### config.mk
export PLATFORM = sky130hd
export DESIGN_NAME = mmio_port_responder_flat
export DESIGN_NICKNAME = d
export VERILOG_FILES = /design/src/rtl/mmio_port_responder_pkg.sv /design/src/rtl/mmio_port_responder_if.sv /design/src/rtl/mmio_port_responder_port_in_sync.sv /design/src/rtl/mmio_port_responder.sv /design/src/flat_wrapper.sv
export SDC_FILE = /design/constraint.sdc
export NUM_CORES = 1
export LEC_CHECK = 0
export CORE_ASPECT_RATIO = 0.5
export CORE_MARGIN = 4
export CORE_UTILIZATION = 50
export CTS_BUF_LIST = sky130_fd_sc_hd__clkbuf_16
export CTS_CLUSTER_DIAMETER = 150
export CTS_CLUSTER_SIZE = 10
export DETAILED_ROUTE_END_ITERATION = 10
export GPL_TIMING_DRIVEN = 0
export PLACE_DENSITY = 0.83
export SETUP_SLACK_MARGIN = 0.1
export SLEW_MARGIN = 20
export SYNTH_ARGS = -nofsm -noshare
export SYNTH_HDL_FRONTEND = slang
export SYNTH_HIERARCHICAL = 1
export SYNTH_SLANG_ARGS = --single-unit
### constraint.sdc
create_clock -name clk -period 3.8 [get_ports clk]
set_clock_uncertainty 0.15 [all_clocks]
set_input_delay 0.57 -clock clk [delete_from_list [all_inputs] [get_ports clk]]
set_output_delay 0.57 -clock clk [all_outputs]
set_load 0.01 [all_outputs]
### src/rtl/mmio_port_responder_pkg.sv
// Register map, control/status bit positions and reset values shared by the
// MMIO port responder, its bus interface and its PortIn synchronizer.
package mmio_defs;

   localparam int DATA_W = 32;

   // Word offsets, taken from Address[4:2]
   localparam logic [2:0] OFS_PORTOUT = 3'd0;
   localparam logic [2:0] OFS_PORTIN  = 3'd1;
   localparam logic [2:0] OFS_CONTROL = 3'd2;
   localparam logic [2:0] OFS_STATUS  = 3'd3;
   localparam logic [2:0] OFS_TCOUNT  = 3'd4;
   localparam logic [2:0] OFS_TCMP    = 3'd5;

   localparam int CTL_TEN      = 0;
   localparam int CTL_AUTOCLR  = 1;
   localparam int CTL_IE_CHG   = 2;
   localparam int CTL_IE_MATCH = 3;

   localparam int STS_CHG   = 0;
   localparam int STS_MATCH = 1;

   // Field order puts TEN at bit 0 when the struct is viewed as CONTROL[3:0]
   typedef struct packed {
      logic ie_match;
      logic ie_chg;
      logic autoclr;
      logic ten;
   } ctrl_t;

   localparam logic [DATA_W-1:0] RST_PORTOUT = '0;
   localparam ctrl_t             RST_CONTROL = '0;
   localparam logic [1:0]        RST_STATUS  = '0;
   localparam logic [DATA_W-1:0] RST_TCOUNT  = '0;
   localparam logic [DATA_W-1:0] RST_TCMP    = 32'hFFFF_FFFF;

   function automatic logic [DATA_W-1:0] ctrl_to_word(input ctrl_t c);
      return {{(DATA_W-4){1'b0}}, c};
   endfunction

endpackage

### src/rtl/mmio_port_responder_if.sv
// Data-memory bus as seen by the MMIO responder: the memory stage drives the
// address/strobes (master), the responder returns Hit and ReadData (slave).
interface mmio_port_responder_if;
   import mmio_defs::*;

   logic [DATA_W-1:0] Address;
   logic [DATA_W-1:0] WriteData;
   logic              MemWrite;
   logic              MemRead;
   logic [DATA_W-1:0] ReadData;
   logic              Hit;

   modport master (
      output Address,
      output WriteData,
      output MemWrite,
      output MemRead,
      input  ReadData,
      input  Hit
   );

   modport slave (
      input  Address,
      input  WriteData,
      input  MemWrite,
      input  MemRead,
      output ReadData,
      output Hit
   );

endinterface

### src/rtl/mmio_port_responder_port_in_sync.sv
// Two-flop synchronizer for the asynchronous PortIn pins, plus a third flop
// holding the previous synchronized value so a change can be flagged.
module port_in_sync #(
   parameter int WIDTH = 8
) (
   input  logic             clk,
   input  logic             reset,
   input  logic [WIDTH-1:0] i_async,
   output logic [WIDTH-1:0] o_sync,
   output logic             o_chg_pulse
);

   logic [WIDTH-1:0] r_s1;
   logic [WIDTH-1:0] r_s2;
   logic [WIDTH-1:0] r_s3;

   always_ff @(posedge clk or negedge reset) begin
      if (!reset) begin
         r_s1 <= '0;
         r_s2 <= '0;
         r_s3 <= '0;
      end else begin
         r_s1 <= i_async;
         r_s2 <= r_s1;
         r_s3 <= r_s2;
      end
   end

   assign o_sync      = r_s2;
   assign o_chg_pulse = (r_s2 != r_s3);

endmodule

### src/rtl/mmio_port_responder.sv
// MMIO target on the data-memory bus: PortOut register, synchronized PortIn
// with sticky change flag, 32-bit compare timer and a level interrupt.
module mmio_port_responder
   import mmio_defs::*;
#(
   parameter logic [31:0] IO_BASE      = 32'hFFFF_0000,
   parameter int          PORTIN_WIDTH = 8
) (
   input  logic                    clk,
   input  logic                    reset,
   mmio_port_responder_if.slave    bus,
   input  logic [PORTIN_WIDTH-1:0] PortIn,
   output logic [DATA_W-1:0]       PortOut,
   output logic                    Irq
);

   logic [DATA_W-1:0] r_portout;
   ctrl_t             r_ctrl;
   logic [1:0]        r_status;
   logic [DATA_W-1:0] r_tcount;
   logic [DATA_W-1:0] r_tcmp;

   logic                    w_hit;
   logic [2:0]              w_ofs;
   logic                    w_wr;
   logic                    w_wr_portout;
   logic                    w_wr_control;
   logic                    w_wr_status;
   logic                    w_wr_tcount;
   logic                    w_wr_tcmp;
   logic [PORTIN_WIDTH-1:0] w_sync;
   logic                    w_chg_pulse;
   logic                    w_tmatch;
   logic [DATA_W-1:0]       w_tcount_nxt;
   logic [1:0]              w_status_set;
   logic [1:0]              w_status_clr;
   logic [1:0]              w_status_nxt;
   logic [DATA_W-1:0]       w_rdata;
   logic                    w_unused_addr;

   port_in_sync #(
      .WIDTH (PORTIN_WIDTH)
   ) u_port_in_sync (
      .clk         (clk),
      .reset       (reset),
      .i_async     (PortIn),
      .o_sync      (w_sync),
      .o_chg_pulse (w_chg_pulse)
   );

   // Word access only; the byte lane bits carry no meaning here
   assign w_unused_addr = ^bus.Address[1:0];

   assign w_hit = (bus.Address[31:5] == IO_BASE[31:5]);
   assign w_ofs = bus.Address[4:2];
   assign w_wr  = w_hit & bus.MemWrite;

   assign w_wr_portout = w_wr && (w_ofs == OFS_PORTOUT);
   assign w_wr_control = w_wr && (w_ofs == OFS_CONTROL);
   assign w_wr_status  = w_wr && (w_ofs == OFS_STATUS);
   assign w_wr_tcount  = w_wr && (w_ofs == OFS_TCOUNT);
   assign w_wr_tcmp    = w_wr && (w_ofs == OFS_TCMP);

   assign w_tmatch = r_ctrl.ten && (r_tcount == r_tcmp);

   // A software store to TCOUNT overrides the increment/auto-clear
   always_comb begin
      w_tcount_nxt = r_tcount;
      if (w_wr_tcount) begin
         w_tcount_nxt = bus.WriteData;
      end else if (r_ctrl.ten) begin
         if (w_tmatch && r_ctrl.autoclr) begin
            w_tcount_nxt = '0;
         end else begin
            w_tcount_nxt = r_tcount + 32'd1;
         end
      end
   end

   // Hardware sets are OR-ed in after the W1C so a coincident set survives
   always_comb begin
      w_status_set            = '0;
      w_status_set[STS_CHG]   = w_chg_pulse;
      w_status_set[STS_MATCH] = w_tmatch;
      w_status_clr            = w_wr_status ? bus.WriteData[1:0] : 2'b00;
      w_status_nxt            = (r_status & ~w_status_clr) | w_status_set;
   end

   always_ff @(posedge clk or negedge reset) begin
      if (!reset) begin
         r_portout <= RST_PORTOUT;
         r_ctrl    <= RST_CONTROL;
         r_status  <= RST_STATUS;
         r_tcount  <= RST_TCOUNT;
         r_tcmp    <= RST_TCMP;
      end else begin
         if (w_wr_portout) r_portout <= bus.WriteData;
         if (w_wr_control) r_ctrl    <= ctrl_t'(bus.WriteData[3:0]);
         if (w_wr_tcmp)    r_tcmp    <= bus.WriteData;
         r_status <= w_status_nxt;
         r_tcount <= w_tcount_nxt;
      end
   end

   always_comb begin
      w_rdata = '0;
      if (w_hit && bus.MemRead) begin
         case (w_ofs)
            OFS_PORTOUT: w_rdata = r_portout;
            OFS_PORTIN:  w_rdata = DATA_W'(w_sync);
            OFS_CONTROL: w_rdata = ctrl_to_word(r_ctrl);
            OFS_STATUS:  w_rdata = {{(DATA_W-2){1'b0}}, r_status};
            OFS_TCOUNT:  w_rdata = r_tcount;
            OFS_TCMP:    w_rdata = r_tcmp;
            default:     w_rdata = '0;
         endcase
      end
   end

   assign bus.ReadData = w_rdata;
   assign bus.Hit      = w_hit;
   assign PortOut      = r_portout;
   assign Irq          = (r_status[STS_CHG]   & r_ctrl.ie_chg) |
                         (r_status[STS_MATCH] & r_ctrl.ie_match);

endmodule
### src/flat_wrapper.sv
// flat-port wrapper written by rule: the top's interface ports become plain ports
module mmio_port_responder_flat import mmio_defs::*;
#(
   parameter logic [31:0] IO_BASE      = 32'hFFFF_0000,
   parameter int          PORTIN_WIDTH = 8
)
  (clk, reset, PortIn, PortOut, Irq, bus_Address, bus_WriteData, bus_MemWrite, bus_MemRead, bus_ReadData, bus_Hit);
  mmio_port_responder_if bus_i ();
  input  logic clk;
  input  logic reset;
  input  logic [PORTIN_WIDTH-1:0] PortIn;
  output logic [DATA_W-1:0] PortOut;
  output logic Irq;
  input wire logic [$bits(bus_i.Address)-1:0] bus_Address;
  input wire logic [$bits(bus_i.WriteData)-1:0] bus_WriteData;
  input wire logic [$bits(bus_i.MemWrite)-1:0] bus_MemWrite;
  input wire logic [$bits(bus_i.MemRead)-1:0] bus_MemRead;
  output wire logic [$bits(bus_i.ReadData)-1:0] bus_ReadData;
  output wire logic [$bits(bus_i.Hit)-1:0] bus_Hit;
  assign bus_i.Address = bus_Address;
  assign bus_i.WriteData = bus_WriteData;
  assign bus_i.MemWrite = bus_MemWrite;
  assign bus_i.MemRead = bus_MemRead;
  assign bus_ReadData = bus_i.ReadData;
  assign bus_Hit = bus_i.Hit;
  mmio_port_responder #(.IO_BASE(IO_BASE), .PORTIN_WIDTH(PORTIN_WIDTH)) u_core (.clk(clk), .reset(reset), .bus(bus_i), .PortIn(PortIn), .PortOut(PortOut), .Irq(Irq));
endmodule
==> metrics.yaml, run 1 <==
synth:
  synthArstFlopShare_pct: 100.0
  synth_seq_cells: 126
  postSynthCellCount: 636
  avgSynthCellArea_um2: 10.94
  ys_warn_count: 6
  syn_nets: 713
  synth_cell_type_count: 55
  syn_area_um2: 6960
  synth_edf_count: 0
  ys.flop_type: "dfrtp_1"
  yosysSeqAreaShare_pct: 45.87
power_and_ir_drop:
  p_seq_share_pct: 43.4
  power_frac_comb_pct: 6.4
  internal_power_uw: 2423
  pwr-share-clk_pct: 50.3
  ir_drop_uv: 313.0
  switching_share_pct: 23.02
  switchingPower_uw: 724.7
  powerDensity_nw_per_um2: 341.3
  p_leak_uw: 0.003815
run:
  cap_violations: 0
timing:
  finalCriticalPeriod_ns: 3.630
  hold_viol_final: 0
  min_period_over_period_pct: 95.54
  worst_pin_slew_ns: 1.032
  rsz0062_at_grt: "true"
  timing.fmax_mhz: 275.4
  slew_headroom_pct: 30.66
  final-max-slew-violation-count: 0
  setup_viol: 0
final_layout:
  multi_input_area_um2: 3598
  post-route-util_pct: 67.86
  syn2layout_area_growth_pct: 32.48
  nets: 878
  fillers: 1029
  post_route_cells_drive_above_1_share_pct: 28.13
  final_common_cell: "clkdlybuf4s50_1"
  layout_common_cells: "clkdlybuf4s50_1, dfrtp_1, mux2_2"
  num_antenna_cells: 0
  fin_cells: 1006
  seqCellArea_um2: 3193
detailed_routing:
  viasPerCell: 5.986
  dr.pass1.iters: 6
  ant_nets: 0
  drc_errors: 0
  drtIter0Drc: 708
  drt-wirelength-per-cell_um: 21.02
  vias: 6022
  drt-total-wl_um: 21140
clocking:
  tritoncts: "yes"
  clk_pin_slew_ns: 0.06
  cts_buffers: 17
  clk_latency_ns: 0.42
  root_buffer: "clkbuf_16"
  clock-sinks: 126
  clk_path_buf_depth: 2
  htree_levels: 4
floorplan:
  die_width_um: 174.9
  die_area_um2: 15990
  num_rows: 30
  start_util_pct: 51.22
  fp.dieH_um: 91.43
  io_pins: 142
  core-area_um2: 13590
global_routing:
  grt_use_total_pct: 26.38
  grt_pass1_wl_um: 33160
  grt.overflow.total: 0
  grt_max_degree: 75
  antenna_found_initial: 0
  grt_pass1_vias: 5923
setup_path:
  critical_path_class: "in -> out"
  critPathArrivalTime_ns: 2.91
  required_ns: 3.08
  cpPeakStageDelay_ns: 0.55
  critPathLaunch: "bus_Address[5]"
  path_depth: 10
  r2r_cells: 7
  crit_chain: "clkdlybuf4s50_1, or4_4, nor4_4, and2_4, nand2_4, or2_4, buf_12, clkbuf_8, nor2_1, buf_2"
  path_max_fanout: 10
  end_kind: "output port"
  path_buf_inv: 4
  start_kind: "input pin"
  r2r-start: "u_core/r_tcount[10]"
  critical-path-top-delay-family: "simple AND/OR/NAND/NOR gates"
  slowest_stage: "or4_4"
place:
  place_inst: 966
  dp_hpwl_um: 14950
  numPortBuffers: 137
  gp_congestion: 0.9507
worst_hold_path:
  worstHoldPathCells: 0
  hold_path_startpoint: "u_core/u_port_in_sync/r_s1[0]"
  holdCritPathClass: "reg -> reg"
run_status:
  run_status: "finished clean"
## worst register-to-register path: stages, from the launching register on
cell and delay, ns:
dfrtp_1 0.32, clkbuf_1 0.31, nand3_1 0.19, nor4_2 0.93, nand4_1 0.32, or4_1 0.49, xor2_1 0.16, o31ai_1 0.20
## through the flow
stage	TNS (ns)	worst slack [ns]	area (µm²)	hold slack, ns	power, µW
floorplan	0	0.4651	6960	0.1244	1446
global placement	-328.42	-2.846	8572	0.1846	1576
detailed placement	-21.77	-0.8718	8607	0.1847	1583
CTS	0	0.1081	9185	0.1985	3167
global route	0	0.06619	9221	0.2118	3249
finish	0	0.1696	9221	0.1980	3148
## path summary, 6_finish.rpt
kind	to	slack, ns
worst max-delay path	bus_ReadData[27]	0.17
worst min-delay path	u_core/u_port_in_sync/o_sync[0]	0.20
worst max register to register	u_core/r_tcount[25]	0.63
worst min register to register	u_core/u_port_in_sync/o_sync[0]	0.20
max in group asynchronous	u_core/r_tcmp[18]	2.20
min in group asynchronous	u_core/u_port_in_sync/r_s3[4]	0.52
## power groups by stage
stage	combinational, µW	clock (µW)	sequential (µW)
floorplan	61.0	0	1390
global placement	189	0	1390
detailed placement	196	0	1390
CTS	200	1600	1360
global route	217	1670	1370
finish	200	1580	1360
## metal layers
| metal | part of all wire [%] | vias to the layer above | global-route usage (%) |
|---|---|---|---|
| met3 | 9.0 | 33 | 6.572 |
| met5 | 0 | - | 0 |
| li1 | - | 2651 | - |
| met1 | 43 | 3002 | 36.70 |
| met2 | 46 | 336 | 41.60 |
| met4 | 1.3 | 0 | 6.793 |
## final cells by class
cell class	count	share of cell area, %
clock buffer	17	4.613
buffer	43	2.388
multi-input combinational	459	39.02
sequential	126	34.63
inverter	7	0.2849
tap	192	2.605
clock inverter	15	1.642
timing repair buffer	147	14.82
## repair_timing
item | CTS | global route
gates resized for setup | 118 | 12
pin swaps | 2 | 2
endpoints found under the hold margin | 45 | 0
hold buffers | 1 | 0
buffers inserted | 7 | 1
cloned | 0 | 0
setup endpoints to repair | 32 | 32
## sequential cells by signal (all words and copies together), names as in the netlist
signal	count
u_core/u_port_in_sync/o_sync	8
u_core/r_ctrl	4
u_core/u_port_in_sync/r_s3	8
u_core/r_status	2
u_core/r_tcmp	32
u_core/u_port_in_sync/r_s1	8
u_core/r_tcount	32
u_core/PortOut	32
## logic make-up (layout without fill, tap and decap cells)
logic type      after synthesis  in the layout  share of synthesized area (%)
mux                         101            101                          18.66
buf+inv                      51            229                          3.236
flops                       126            126                          45.87
xor+xnor                     59             59                          7.424
fa+ha+maj                     1              1                         0.1797
compound gates               78             78                          8.215
simple gates                220            220                          16.41
## cell usage after synthesis (3+ instances only)
library cell	count	area [µm²]
dfrtp_1	94	2352
mux2_2	59	664.4
nand2_1	51	191.4
nor2_1	46	172.7
clkbuf_1	35	131.4
nand3_1	34	170.2
xnor2_1	34	297.8
dfstp_2	32	840.8
mux2_4	30	450.4
a22oi_1	27	202.7
nand4_1	27	168.9
xor2_1	25	219.0
o31ai_1	21	157.7
nor4_1	12	75.07
and3_1	11	68.82
nor3_1	7	35.03
a21oi_1	6	30.03
inv_1	6	22.52
mux2i_1	6	60.06
nor2b_1	6	37.54
mux4_2	5	112.6
o21ai_0	5	25.02
and2_1	4	25.02
buf_6	4	45.04
o211ai_1	4	30.03
buf_2	3	15.01
nand4b_1	3	26.28
No activity file was read; power rests on OpenSTA's default activity.
==> run 2: changes to the inputs <==
CORE_ASPECT_RATIO = not set   (was 0.5)
HOLD_SLACK_MARGIN = 0.12   (was not set)
==> metrics.yaml, run 2 (synthesized netlist as in run 1, its figures left out) <==
run_status:
  run_status: "finished clean"
place:
  place_inst: 950
  place_ws_ns: -0.9023
  numPortBuffers: 137
  dp_hpwl_um: 15210
  gp_congestion: 0.8977
power_and_ir_drop:
  power_frac_comb_pct: 6.2
  internal_power_uw: 2554
  powerDensity_nw_per_um2: 352.3
  ir_drop_uv: 276.6
  pwr-share-clk_pct: 52.3
  switchingPower_uw: 731.9
  p_leak_uw: 0.003865
  p_seq_share_pct: 41.5
  switching_share_pct: 22.27
global_routing:
  antenna_found_initial: 0
  grt_max_degree: 73
  grt_use_total_pct: 27.64
  grt_pass1_wl_um: 34430
  grt_pass1_vias: 6226
  grt.overflow.total: 0
setup_path:
  crit_chain: "clkdlybuf4s50_1, or4_4, nor4_4, and2_4, nand2_4, or2_4, buf_12, buf_4, buf_4, nor2_1, buf_2"
  critical_path_class: "in -> out"
  slowest_stage: "or4_4"
  cpMostUsedCell: "buf_4"
  path_max_fanout: 5
  r2r_slack_ns: 0.48
  cpPeakStageDelay_ns: 0.50
  critPathArrivalTime_ns: 2.95
  r2r-start: "u_core/r_tcount[6]"
  start_kind: "input pin"
  r2r_cells: 7
  end_kind: "output port"
  r2r_end: "u_core/r_tcount[25]"
  required_ns: 3.08
detailed_routing:
  dr.pass1.iters: 7
  ant_nets: 0
  drc_errors: 0
  drt-total-wl_um: 22090
  vias: 5945
  drtIter0Drc: 643
  drt-wirelength-per-cell_um: 22.25
  viasPerCell: 5.987
floorplan:
  fp.dieH_um: 126.0
  start_util_pct: 51.74
  io_pins: 142
  die_width_um: 126.0
  die_area_um2: 15870
  num_rows: 42
  core-area_um2: 13450
worst_hold_path:
  hold_path_startpoint: "u_core/u_port_in_sync/r_s1[4]"
  holdPathEnd: "u_core/u_port_in_sync/o_sync[4]"
  worstHoldPathCells: 0
  holdCritPathClass: "reg -> reg"
timing:
  hold_viol_final: 0
  rsz0062_at_grt: "false"
  slew_headroom_pct: 26.83
  finalCriticalPeriod_ns: 3.669
  timing.fmax_mhz: 272.5
  tns_ns: 0
  setup_viol: 0
  final-max-slew-violation-count: 0
  holdWs_ns: 0.1950
  min_period_over_period_pct: 96.56
  worst_pin_slew_ns: 1.088
  fin_ws_ns: 0.1309
run:
  cap_violations: 0
final_layout:
  post_route_cells_drive_above_1_share_pct: 28.76
  post-route-util_pct: 69.34
  layout_common_cells: "clkdlybuf4s50_1, dfrtp_1, mux2_2"
  fin_cells: 993
  syn2layout_area_growth_pct: 34.01
  fillers: 1016
  final_common_cell: "clkdlybuf4s50_1"
  nets: 881
  num_antenna_cells: 0
clocking:
  root_buffer: "clkbuf_16"
  htree_levels: 4
  clk_pin_slew_ns: 0.06
  tritoncts: "yes"
  cts_buffers: 17
  clk_path_buf_depth: 2
  clk_latency_ns: 0.42
  clock-sinks: 126
## run 2: power by group through the flow
stage          sequential [µW]  combinational (µW)  clock, µW
3_5_place_dp              1390                 197          0
2_1_floorplan             1390                61.0          0
6_report                  1360                 203       1720
3_3_place_gp              1390                 191          0
5_1_grt                   1360                 219       1800
4_1_cts                   1360                 202       1730
## run 2: timing repair
| action | 4_1_cts | 5_1_grt |
|---|---|---|
| resized for setup | 129 | 26 |
| endpoints found under the hold margin | 39 | 0 |
| endpoints found under the setup margin | 32 | 26 |
| hold buffers | 1 | 0 |
| setup buffers | 9 | 3 |
| pin swaps | 10 | 4 |
## run 2: worst max-delay path by stage
stage	end	slack, ns	startpoint	cells past startpoint
3_3_place_gp	u_core/PortOut[18]	-2.79	reset	1
2_1_floorplan	bus_ReadData[11]	0.47	bus_Address[5]	8
4_1_cts	bus_ReadData[22]	0.06	bus_Address[11]	10
3_5_place_dp	bus_ReadData[21]	-0.90	bus_Address[5]	10
5_1_grt	bus_ReadData[10]	0.09	bus_Address[7]	11
6_report	bus_ReadData[10]	0.13	bus_Address[7]	11
## run 2: area by class of cell
type                       count  area [µm²]  area share, %
sequential                   126        3193          34.23
clock buffer                  17       425.4          4.561
timing repair buffer         151        1423          15.25
multi-input combinational    459        3627          38.89
inverter                       7       26.28         0.2817
clock inverter                15       195.2          2.093
tap                          176       220.2          2.361
buffer                        42       217.7          2.334
## run 2: routing by layer
metal / share of wire, % / routed length, µm / vias up / GRT usage [%]
met1: 42 / 9188 / 2983 / 37.66
met3: 7.9 / 1739 / 26 / 4.572
met4: 1.5 / 340 / 0 / 8.139
met2: 49 / 10830 / 283 / 45.79
li1: - / - / 2653 / -
met5: 0 / 0 / - / 0
## run 2: metrics by stage
step / power [µW] / cell area [µm²]
finish: 3286 / 9328
CTS: 3297 / 9291
detailed placement: 1584 / 8587
floorplan: 1446 / 6960
global route: 3383 / 9328
global placement: 1577 / 8552
## run 2: critical path: cells and delay by family
family                 cells  cell delay (ns)
AND/OR/NAND/NOR            6             1.45
buffers and inverters      5             0.94
